==> src/rtl/cpu_sequencer.sv <==
// MSP430 instruction sequencer: fetches and decodes each instruction word and
// steps one state per memory access while driving register-file and bus strobes.
module cpu_sequencer #(
  parameter logic [15:0] RST_VECTOR = 16'hFFFE
) (
  input  logic        clk,
  input  logic        rst,
  input  logic [15:0] MDB,
  input  logic [3:0]  SRflags,
  input  logic        GIE,
  input  logic        IRQ,
  input  logic        NMI,
  input  logic [15:0] VecAddr,
  output logic [15:0] IW,
  output logic        IF,
  output logic        IdxF,
  output logic        SPF,
  output logic        INTACK,
  output logic        Ex,
  output logic        srcInc,
  output logic        RW,
  output logic        MemRd,
  output logic        MemWr,
  output logic [2:0]  MabSel,
  output logic [1:0]  MdbSel,
  output logic [15:0] VecOut,
  output logic        Illegal,
  output logic [3:0]  State
);

  typedef enum logic [3:0] {
    RST_VEC  = 4'd0,  FETCH   = 4'd1,  SRC_IDX = 4'd2,  SRC_RD  = 4'd3,
    DST_IDX  = 4'd4,  DST_RD  = 4'd5,  EXEC    = 4'd6,  DST_WR  = 4'd7,
    PUSH_DEC = 4'd8,  PUSH_WR = 4'd9,  INT_SP1 = 4'd10, INT_PC  = 4'd11,
    INT_SP2  = 4'd12, INT_SR  = 4'd13, INT_VEC = 4'd14
  } state_t;

  state_t state, next_state;

  // During FETCH the word is still on MDB; afterwards it lives in IW.
  logic       sel_mdb;
  logic [5:0] d_top;
  logic [2:0] d_op;
  logic [3:0] d_src, d_dst, opr;
  logic [1:0] d_as;
  logic       d_ad;
  logic       is_jump, is_fmt1, is_fmt2, is_push, is_illegal;
  logic       need_idx, need_rd, dst_mem, mem_write, reg_write, jump_taken, take_int;

  logic       raw_if, raw_idxf, raw_spf, raw_intack, raw_ex, raw_srcinc, raw_rw;
  logic       raw_memrd, raw_memwr, raw_illegal;
  logic [2:0] raw_mab;
  logic [1:0] raw_mdb;

  assign sel_mdb  = (state == FETCH);
  assign d_top    = sel_mdb ? MDB[15:10] : IW[15:10];
  assign d_op     = sel_mdb ? MDB[9:7]   : IW[9:7];
  assign d_src    = sel_mdb ? MDB[11:8]  : IW[11:8];
  assign d_ad     = sel_mdb ? MDB[7]     : IW[7];
  assign d_as     = sel_mdb ? MDB[5:4]   : IW[5:4];
  assign d_dst    = sel_mdb ? MDB[3:0]   : IW[3:0];
  assign take_int = NMI | (IRQ & GIE);

  // Instruction class and addressing-mode decode
  always_comb begin
    is_jump    = (d_top[5:3] == 3'b001);
    is_fmt1    = (d_top[5:2] >= 4'd4);
    is_fmt2    = (d_top == 6'b000100) && (d_op <= 3'd4);
    is_push    = (d_top == 6'b000100) && (d_op == 3'd4);
    is_illegal = !(is_jump || is_fmt1 || is_fmt2);
    opr        = is_fmt1 ? d_src : d_dst;
    need_idx   = (is_fmt1 || is_fmt2) && (d_as == 2'b01) && (opr != 4'd3);
    need_rd    = (is_fmt1 || is_fmt2) &&
                 ((d_as[1] && (opr != 4'd2) && (opr != 4'd3)) || need_idx);
    dst_mem    = is_fmt1 && d_ad;
    mem_write  = dst_mem || (is_fmt2 && !is_push && need_rd);
    if (is_fmt1) begin
      reg_write = !d_ad && (d_top[5:2] != 4'h9) && (d_top[5:2] != 4'hB);
    end else begin
      reg_write = is_fmt2 && !is_push && (d_as == 2'b00);
    end
  end

  // Jump condition against {V,N,Z,C}
  always_comb begin
    case (IW[12:10])
      3'd0:    jump_taken = !SRflags[1];
      3'd1:    jump_taken = SRflags[1];
      3'd2:    jump_taken = !SRflags[0];
      3'd3:    jump_taken = SRflags[0];
      3'd4:    jump_taken = SRflags[2];
      3'd5:    jump_taken = !(SRflags[2] ^ SRflags[3]);
      3'd6:    jump_taken = SRflags[2] ^ SRflags[3];
      default: jump_taken = 1'b1;
    endcase
  end

  // State register and latched instruction/vector
  always_ff @(posedge clk or posedge rst) begin
    if (rst) begin
      state  <= RST_VEC;
      IW     <= 16'h0000;
      VecOut <= RST_VECTOR;
    end else begin
      state <= next_state;
      if (state == FETCH) begin
        IW <= MDB;
      end
      if ((next_state == INT_SP1) && (state != INT_SP1)) begin
        VecOut <= VecAddr;
      end
    end
  end

  // Next-state and raw strobe decode
  always_comb begin
    next_state  = state;
    raw_if      = 1'b0;
    raw_idxf    = 1'b0;
    raw_spf     = 1'b0;
    raw_intack  = 1'b0;
    raw_ex      = 1'b0;
    raw_srcinc  = 1'b0;
    raw_rw      = 1'b0;
    raw_memrd   = 1'b0;
    raw_memwr   = 1'b0;
    raw_illegal = 1'b0;
    raw_mab     = 3'd0;
    raw_mdb     = 2'd0;
    case (state)
      RST_VEC: begin
        raw_memrd = 1'b1; raw_intack = 1'b1; raw_mab = 3'd4; next_state = FETCH;
      end
      FETCH: begin
        raw_if = 1'b1; raw_memrd = 1'b1;
        if (is_illegal) begin
          raw_illegal = 1'b1; next_state = FETCH;
        end else if (need_idx) begin
          next_state = SRC_IDX;
        end else if (need_rd) begin
          next_state = SRC_RD;
        end else if (dst_mem) begin
          next_state = DST_IDX;
        end else begin
          next_state = EXEC;
        end
      end
      SRC_IDX: begin
        raw_idxf = 1'b1; raw_memrd = 1'b1; next_state = SRC_RD;
      end
      SRC_RD: begin
        raw_memrd = 1'b1; raw_mab = 3'd1; raw_srcinc = (IW[5:4] == 2'b11);
        next_state = dst_mem ? DST_IDX : EXEC;
      end
      DST_IDX: begin
        raw_idxf = 1'b1; raw_memrd = 1'b1; next_state = DST_RD;
      end
      DST_RD: begin
        raw_memrd = 1'b1; raw_mab = 3'd2; next_state = EXEC;
      end
      EXEC: begin
        if (is_jump) begin
          raw_rw = jump_taken; next_state = take_int ? INT_SP1 : FETCH;
        end else begin
          raw_ex = 1'b1; raw_rw = reg_write;
          if (is_push) begin
            next_state = PUSH_DEC;
          end else if (mem_write) begin
            next_state = DST_WR;
          end else begin
            next_state = take_int ? INT_SP1 : FETCH;
          end
        end
      end
      DST_WR: begin
        raw_memwr = 1'b1; raw_mab = is_fmt1 ? 3'd2 : 3'd1;
        next_state = take_int ? INT_SP1 : FETCH;
      end
      PUSH_DEC: begin
        raw_spf = 1'b1; next_state = PUSH_WR;
      end
      PUSH_WR: begin
        raw_memwr = 1'b1; raw_mab = 3'd3;
        next_state = take_int ? INT_SP1 : FETCH;
      end
      INT_SP1: begin
        raw_spf = 1'b1; next_state = INT_PC;
      end
      INT_PC: begin
        raw_memwr = 1'b1; raw_mab = 3'd3; raw_mdb = 2'd1; next_state = INT_SP2;
      end
      INT_SP2: begin
        raw_spf = 1'b1; next_state = INT_SR;
      end
      INT_SR: begin
        raw_memwr = 1'b1; raw_mab = 3'd3; raw_mdb = 2'd2; next_state = INT_VEC;
      end
      INT_VEC: begin
        raw_memrd = 1'b1; raw_intack = 1'b1; raw_mab = 3'd4; next_state = FETCH;
      end
      default: begin
        next_state = RST_VEC;
      end
    endcase
  end

  // Strobes are held quiet for the whole time reset is asserted
  always_comb begin
    State = state;
    if (rst) begin
      {IF, IdxF, SPF, INTACK, Ex, srcInc, RW} = 7'd0;
      {MemRd, MemWr, Illegal} = 3'd0;
      MabSel = 3'd0;
      MdbSel = 2'd0;
    end else begin
      {IF, IdxF, SPF, INTACK, Ex, srcInc, RW} =
        {raw_if, raw_idxf, raw_spf, raw_intack, raw_ex, raw_srcinc, raw_rw};
      {MemRd, MemWr, Illegal} = {raw_memrd, raw_memwr, raw_illegal};
      MabSel = raw_mab;
      MdbSel = raw_mdb;
    end
  end

endmodule

==> config.mk <==
export PLATFORM = sky130hd
export DESIGN_NAME = cpu_sequencer
export DESIGN_NICKNAME = d
export VERILOG_FILES = /design/src/rtl/cpu_sequencer.sv
export SDC_FILE = /design/constraint.sdc
export NUM_CORES = 1
export LEC_CHECK = 0
export CORE_ASPECT_RATIO = 0.8
export CORE_MARGIN = 2
export CORE_UTILIZATION = 45
export CTS_BUF_LIST = sky130_fd_sc_hd__clkbuf_4
export DETAILED_ROUTE_END_ITERATION = 8
export MAX_ROUTING_LAYER = met4
export PLACE_DENSITY = 0.83
export SYNTH_ARGS = -nofsm -noshare
export SYNTH_HDL_FRONTEND = slang
export SYNTH_SLANG_ARGS = --single-unit
==> constraint.sdc <==
create_clock -name clk -period 3.7 [get_ports clk]
set_clock_uncertainty 0.05 [all_clocks]
set_input_delay 0.555 -clock clk [delete_from_list [all_inputs] [get_ports clk]]
set_output_delay 0.555 -clock clk [all_outputs]
set_load 0.05 [all_outputs]
; Yosys cells after proc, flatten, opt, wreduce, memory -nomap -nowiden
; Index checks and enable logic that the tools add are counted.
[op_classes]
add_sub_neg = 0
multipliers = 0
div = 0
magnitude_cmp = 2
eq_ne = 31
shift = 0
mux = 46
n_bitwise = 3
n_reduce_logical = 34
[ops]
columns = cell, n
row1 = $pmux 4 s13, 1
row2 = $eq 4x4->1 const B, 8
row3 = $mux 4, 7
row4 = $mux 1, 25
row5 = $eq 4x3->1 const B, 4
row6 = $mux 3, 5
row7 = $pmux 3 s5, 1
row8 = $logic_and 1x1->1, 14
row9 = $eq 3x3->1 const B, 4
row10 = $ne 4x4->1 const B, 3
row11 = $eq 4x2->1 const B, 2
row12 = $mux 2, 4
row13 = $ne 4x2->1 const B, 2
row14 = $pmux 1 s7, 1
row15 = $reduce_or 7->1, 1
row16 = $eq 3x1->1 const B, 2
row17 = $eq 3x2->1 const B, 2
row18 = $eq 6x3->1 const B, 1
row19 = $mux 6, 1
row20 = $reduce_or 2->1, 3
row21 = $reduce_or 3->1, 2
row22 = $logic_not 1->1, 5
row23 = $logic_or 1x1->1, 5
row24 = $eq 4x1->1 const B, 1
row25 = 12 further kinds, 12
[word_totals]
reg_bits = 36
latch_bits = 0
mem_bits_rw = 0
romBits = 0
input_bits = 41
out_inout_bits = 51
elab_cells = 119
n_memories = 0

; Depth between registers and ports, before layout
; Gate-level depths: netlist of the first run.
[logic_depth]
ltp_word = 17
depth_mapped = 10
ltp_nobuf = 7

; Worst setup path before layout of the first run
; OpenSTA, ideal clock, no wires.
[synth_path]
path_kind = reg2out
start = register state[1] (netlist: State[1])
end = output RW
arrival_ns = 3.168
required_ns = 3.095
slack_ns = -0.073
stages_incl_launch_ff = 10
n_path_buf = 3
path_cell_list = dfrtp_1 -> buf_6 -> or4b_4 -> buf_6 -> clkbuf_1 -> nand2_1 -> nand2_1 -> a21oi_1 -> o21bai_1 -> a311oi_1
[synth_between]
elab_chain_len = 11
elab_cells_between_ends = 26
classes_between = order compare (2) / eq/ne (7) / mux (8) / reduce/logical (9)
[synth_lines]
columns = item, line
row1 = "start, declared", 38  ; state_t state, next_state;
row2 = "start signal, assigned", 105  ; state <= next_state;
row3 = "parallel branches: the longest is 9 deep, another holds $le 3x3->1", n/a
row4 = $mux 1 (*), 130  ; case (state)
row5 = $mux 1 (*), 210  ; if (rst) begin
row6 = "end, declared", 21  ; output logic RW,
; Mark *: on every way between the ends.

; Final worst setup path of the first run
[layout_path]
start = input MDB[15]
end = output RW
[layout_between]
elab_chain_len = 10
elab_cells_between_ends = 17
classes_between = order compare (1) / eq/ne (4) / mux (5) / reduce/logical (7)
[layout_lines]
columns = item, line
row1 = "start, declared", 8  ; input logic [15:0] MDB,
row2 = $mux 6 (*), 56  ; assign d_top = sel_mdb ? MDB[15:10] : IW[15:10];
row3 = $eq 6x3->1, "68, 69"
row4 = $logic_and 1x1->1, 69  ; is_push = (d_top == 6'b000100) && (d_op == 3'd4);
row5 = $logic_not 1->1, 80  ; reg_write = is_fmt2 && !is_push && (d_as == 2'b00);
row6 = $logic_and 1x1->1 (2 in a row), 80
row7 = $mux 1, 77  ; if (is_fmt1) begin
row8 = $mux 1 (*), 162  ; if (is_jump) begin
row9 = $mux 1 (*), 130
row10 = $mux 1 (*), 210
; Every way passes the cells marked *; elsewhere a longest branch is shown, timed or not.

==> flow_summary.toml, run 1 <==
[outcome]
status = "finished clean"

[clock_tree]
clk_pin_slew_ns = 0.12
numClockSinks = 36
hold_buffers = 0
cts_resized = 0
cts_tree = "yes"
clockBufferDepth = 2
htreeDepth = 2
clk_latency_ns = 0.35
cts-root-buf = "clkbuf_4"
numCtsBuffers = 5
postCtsSetupRepairBufs = 0

[global_route]
grt_overflow_total = 0
grt_pass1_vias = 2150
grt_pass1_wl_mm = 10.5
grt_max_degree = 27
antenna_found_initial = 0
track_usage_pct = 23.8

[worst_setup_path]
crit_family = "compound AO/OA/AOI/OAI gates"
criticalPathCategory = "in -> out"
path_cells = "clkdlybuf4s50_1 > nor3_1 > nand2_1 > o31ai_1 > o21ai_0 > a311oi_1 > buf_12"
cp-end-kind = "primary output"
start_kind = "primary input"
r2r_setup_slack_ns = 0.58
cp_slowest_cell = "a311oi_1"
cp_max_fo = 7
critPathMaxStageDelay_ns = 0.55
crit_buf_inv = 2
reg2reg_to = "VecOut[0]$_DFFE_PP0P_"
cp.arrival_ns = 2.92
worstReg2RegStart = "State[1]$_DFF_PP0_"
r2r_cells = 8
cp.required_ns = 3.09

[worst_hold_path]
holdPathEnd = "IW[6]$_DFFE_PP0N_"
holdPathStages = 2
min_from = "IW[6]$_DFFE_PP0N_"
hold_class = "reg -> reg"

[floorplanning]
pin_count = 92
dieArea_sq_um = 5740
fp.dieW_um = 84.2
start_util_pct = 46.5
core_area_sq_um = 4980
fp-row-count = 23
die_y_um = 68.2

[logic_synthesis]
ys_seq_elements = 36
ys_seq_area_share_pct = 39.7
netlist_area_sq_um = 2310
syn_inst = 256
ys_warn_count = 0
syn_nets = 297
synth_top_cell_area_share_pct = 22.7
synth_top_area_cell = "dfrtp_1"
syn_area_per_cell_sq_um = 9.04
synthFlopType = "dfrtp_1"
synth.area.top_cells = "dfrtp_1, dfstp_2, nand2_1, mux2_4, o21ai_0"
synth_edf_count = 0
synth.distinct_cells = 53
ys_async_sr_fraction_pct = 100

[timing]
setup_violations = 0
hold_violations = 0
slew_headroom_pct = 54.2
worstMarginPinSlew_ns = 0.687
timing.hold.ws_ns = 0.461
grt_setup_unrepaired = "no"
slew_violations = 0
period_needed_ns = 3.53
timing.final.crit_share_pct = 95.4
fmax_ghz = 0.283

[layout]
fin_nets = 390
fillers = 407
drive_above_1_share_pct = 19.7
layout_common_cells = "clkdlybuf4s50_1, nand2_1, dfrtp_1"
finalNonFillerCells = 412
diodes = 0
area_delta_synth_final_pct = 49.4
fin_area_sq_um = 3460
layout_commonest_cell = "clkdlybuf4s50_1"

[drt]
viasPerCell = 5.72
vias = 2356
first_pass_iters = 6
ant_nets = 0
drcViolationCount = 0
routed_wl_mm = 6.52
wl_per_cell_um = 15.8
dr.first_iter.drc_count = 154

[flow_run]
max_cap_viol_count = 0

[placed_design]
place_congestion = 0.931
hpwl_mm = 5.09
dpl.cell_count = 404
io_buffers = 91
placed_area_sq_um = 3380

[power_and_ir_drop]
power.leakage_nw = 1.39
power_mw = 3.59
vdd_drop_max_v = 0.000667
power.density_nw_per_um2 = 1040
per-layer routing:
layer  track usage [%]  wire (um)  up-vias  part of all wire [%]
met3              4.70        490        7                   7.5
met2              35.4       2940      113                    45
li1                  -          -     1111                     -
met4              5.44         64        0                  0.98
met1              33.7       3030     1125                    46
met5                 -          0        -                     0
through the flow:
stage,util (%),worst slack [ns],setup TNS (ns)
floorplan,-,-0.0730,-0.0730
global placement,67.9,0.322,0
detailed placement,67.9,0.168,0
CTS,69.5,0.249,0
global route,69.5,0.0682,0
finish,69.5,0.172,0
Yosys cell counts, drive strengths merged, types with 2 or more instances:
cell type  instances
o21ai             15
o211ai             2
mux2              17
nand2b             4
a21oi             13
nor4b              3
or3b               2
clkbuf             9
o2111ai            2
nand4              7
nor3b              7
o311ai             2
nand3              7
inv                6
mux2i              3
nand2             55
o31ai              2
buf                5
a211oi             3
o22ai              2
nor4               2
nor2              18
nor2b              2
dfstp             15
or2                2
o21a               2
dfrtp             21
a31oi              4
a21boi             2
xnor2              2
nor3               6
report_power, final:
part,internal (mW),switching (mW)
Combinational,0.936,1.56
Clock,0.141,0.142
Sequential,0.650,0.163
tightest hold or removal path: stages, from the launching register on:
cell and delay [ns]:
dfrtp_1 0.37, nand2_1 0.06, nand2_1 0.06
sequential cells by signal, summed over array words and instances, names as in the netlist:
register,cells
IW,16
State,4
VecOut,16
how the worst max path moves through the flow:
stage                             from                     to  slack (ns)  depth (start not counted)
floorplan           State[1]$_DFF_PP0_                     RW       -0.07                          9
global placement               MDB[12]  VecOut[0]$_DFFE_PP0P_        0.32                          9
detailed placement             MDB[12]  VecOut[9]$_DFFE_PP1P_        0.17                          9
CTS                            MDB[15]                     RW        0.25                          7
global route                   MDB[15]                     RW        0.07                          7
finish                         MDB[15]                     RW        0.17                          7
cell type report:
class	instances	area, sq um	share of cell area, %
multi-input cells	200	1300	37.7
repair buffers	100	1060	30.5
flip-flops and latches	36	920	26.6
well taps	62	77.6	2.24
clock inverters	3	42.5	1.23
clock buffers	5	37.5	1.09
inverters	6	22.5	0.651
cells by family after synthesis:
| logic type | synth area share, % |
|---|---|
| compound gates | 17.0 |
| xor+xnor | 1.14 |
| buf+inv | 4.27 |
| flops | 39.7 |
| mux | 11.4 |
| simple gates | 26.5 |
Power figures use the tool's default switching activity.
==> run 2: changes to the inputs <==
--- a/config.mk
+++ b/config.mk
@@ -5,13 +5,14 @@
 export SDC_FILE = /design/constraint.sdc
 export NUM_CORES = 1
 export LEC_CHECK = 0
+export ABC_CLOCK_PERIOD_IN_PS = 4400
 export CORE_ASPECT_RATIO = 0.8
 export CORE_MARGIN = 2
-export CORE_UTILIZATION = 45
+export CORE_UTILIZATION = 49
 export CTS_BUF_LIST = sky130_fd_sc_hd__clkbuf_4
 export DETAILED_ROUTE_END_ITERATION = 8
 export MAX_ROUTING_LAYER = met4
-export PLACE_DENSITY = 0.83
+export PLACE_DENSITY = 0.89
 export SYNTH_ARGS = -nofsm -noshare
 export SYNTH_HDL_FRONTEND = slang
 export SYNTH_SLANG_ARGS = --single-unit
==> constraint.sdc (replaced) <==
create_clock -name clk -period 4.4 [get_ports clk]
set_clock_uncertainty 0.05 [all_clocks]
set_input_delay 0.66 -clock clk [delete_from_list [all_inputs] [get_ports clk]]
set_output_delay 0.66 -clock clk [all_outputs]
set_load 0.05 [all_outputs]
==> flow_summary.toml, run 2 (synthesized netlist as in run 1, its figures left out) <==
[outcome]
status = "finished clean"

[worst_setup_path]
cp.required_ns = 3.69
r2r_cells = 9
criticalPathCategory = "in -> out"
start_kind = "primary input"
cp_max_fo = 7
critPathMaxStageDelay_ns = 0.87
reg2reg_to = "VecOut[13]$_DFFE_PP1P_"
cp-end-kind = "primary output"
path_cells = "clkdlybuf4s50_1 > nor3_1 > nand2_1 > o31ai_1 > o21ai_0 > a311oi_1 > clkdlybuf4s50_1"
worstReg2RegStart = "State[2]$_DFF_PP0_"
cp.arrival_ns = 3.44
cp_slowest_cell = "clkdlybuf4s50_1"
r2r_setup_slack_ns = 0.91
crit_top_cell = "clkdlybuf4s50_1"

[placed_design]
hpwl_mm = 5.11
place_ws_ns = 0.285
place_congestion = 0.908
dpl.cell_count = 401
io_buffers = 91
placed_area_sq_um = 3280

[drt]
viasPerCell = 5.77
drcViolationCount = 0
first_pass_iters = 5
vias = 2360
routed_wl_mm = 6.46
ant_nets = 0
dr.first_iter.drc_count = 346
wl_per_cell_um = 15.8

[global_route]
grt_pass1_wl_mm = 10.5
antenna_found_initial = 0
grt_pass1_vias = 2188
grt_max_degree = 27
met2_usage_pct = 41.4
grt_overflow_total = 0
met1_usage_pct = 36.7
track_usage_pct = 26.6
met3_usage_pct = 3.85
top_usage_layer = "met2"

[worst_hold_path]
holdPathEnd = "IW[6]$_DFFE_PP0N_"
hold_class = "reg -> reg"
min_from = "IW[6]$_DFFE_PP0N_"
holdPathStages = 2

[timing]
setup_violations = 0
hold_violations = 0
slew_violations = 0
grt_setup_unrepaired = "no"
worstMarginPinSlew_ns = 0.763
period_needed_ns = 4.15
tns_ns = 0
worst_slack_ns = 0.250
slew_headroom_pct = 49.2
fmax_ghz = 0.241
timing.final.crit_share_pct = 94.3

[flow_run]
max_cap_viol_count = 0

[floorplanning]
core_area_sq_um = 4570
fp.dieW_um = 80.8
start_util_pct = 50.7
fp-row-count = 22
die_y_um = 65.5
dieArea_sq_um = 5290
pin_count = 92

[layout]
fin_area_sq_um = 3360
layout_common_cells = "clkdlybuf4s50_1, nand2_1, dfrtp_1"
final_util_pct = 73.5
finalNonFillerCells = 409
drive_above_1_share_pct = 18.6
diodes = 0
layout_commonest_cell = "clkdlybuf4s50_1"
area_delta_synth_final_pct = 45.1
fin_nets = 389

[clock_tree]
clk_pin_slew_ns = 0.11
clk_latency_ns = 0.35
numClockSinks = 36
cts_resized = 0
cts_tree = "yes"
postCtsSetupRepairBufs = 0
clockBufferDepth = 2
hold_buffers = 0
htreeDepth = 2
numCtsBuffers = 5
cts-root-buf = "clkbuf_4"

[power_and_ir_drop]
switchingPower_mw = 1.55
pwr-share-seq_pct = 23.5
power.density_nw_per_um2 = 884
power.share.clock_pct = 8.0
power.leakage_nw = 1.37
vdd_drop_max_v = 0.000483
comb_power_share_pct = 68.5
p_sw_share_pct = 52.1
p_int_mw = 1.42
run 2: cell types whose count changed in the layout (fill, tap and decap cells not counted):
| cell | change |
|---|---|
| nor4_2 | -1 |
| buf_12 | -7 |
| clkinvlp_4 | -1 |
| clkbuf_4 | +1 |
| clkdlybuf4s50_1 | +2 |
| buf_4 | +4 |
| nor4_1 | +1 |
run 2: stage by stage:
stage | hold slack, ns | power (mW)
floorplan | 0.677 | 2.13
global placement | 0.411 | 2.69
detailed placement | 0.416 | 2.73
CTS | 0.454 | 2.97
global route | 0.474 | 3.13
finish | 0.452 | 2.97
run 2: worst max-delay path by stage:
stage,start,endpoint,slack (ns),cells past startpoint
2_1_floorplan,rst,srcInc,0.43,4
3_3_place_gp,MDB[15],RW,0.49,7
3_5_place_dp,MDB[15],RW,0.28,7
4_1_cts,MDB[15],RW,0.29,7
5_1_grt,MDB[15],RW,0.10,7
6_report,MDB[15],RW,0.25,7
run 2: power by group through the flow:
| stage | clock network, mW | logic [mW] | registers (mW) |
|---|---|---|---|
| 2_1_floorplan | 0 | 0.873 | 1.26 |
| 3_3_place_gp | 0 | 2.00 | 0.693 |
| 3_5_place_dp | 0 | 2.02 | 0.702 |
| 4_1_cts | 0.241 | 2.03 | 0.698 |
| 5_1_grt | 0.256 | 2.15 | 0.730 |
| 6_report | 0.237 | 2.03 | 0.699 |
run 2: layer usage:
layer	vias to the layer above	part of all wire, %
met4	0	1.1
li1	1108	-
met3	8	8.2
met1	1119	44
met2	125	47
met5	-	0
run 2: final cells by class:
| cell class | instances | area [sq um] |
|---|---|---|
| well taps | 60 | 75.1 |
| fillers | 377 | 1210 |
| flip-flops and latches | 36 | 920 |
| clock buffers | 6 | 45.0 |
| inverters | 6 | 22.5 |
| multi-input cells | 200 | 1300 |
| repair buffers | 99 | 966 |
| clock inverters | 2 | 35.0 |
run 2: critical path: cells and delay by family:
kind | cells | cell delay (ns)
buffers and inverters | 2 | 1.38
AND/OR/NAND/NOR | 2 | 0.54
AO/OA/AOI/OAI | 3 | 0.86
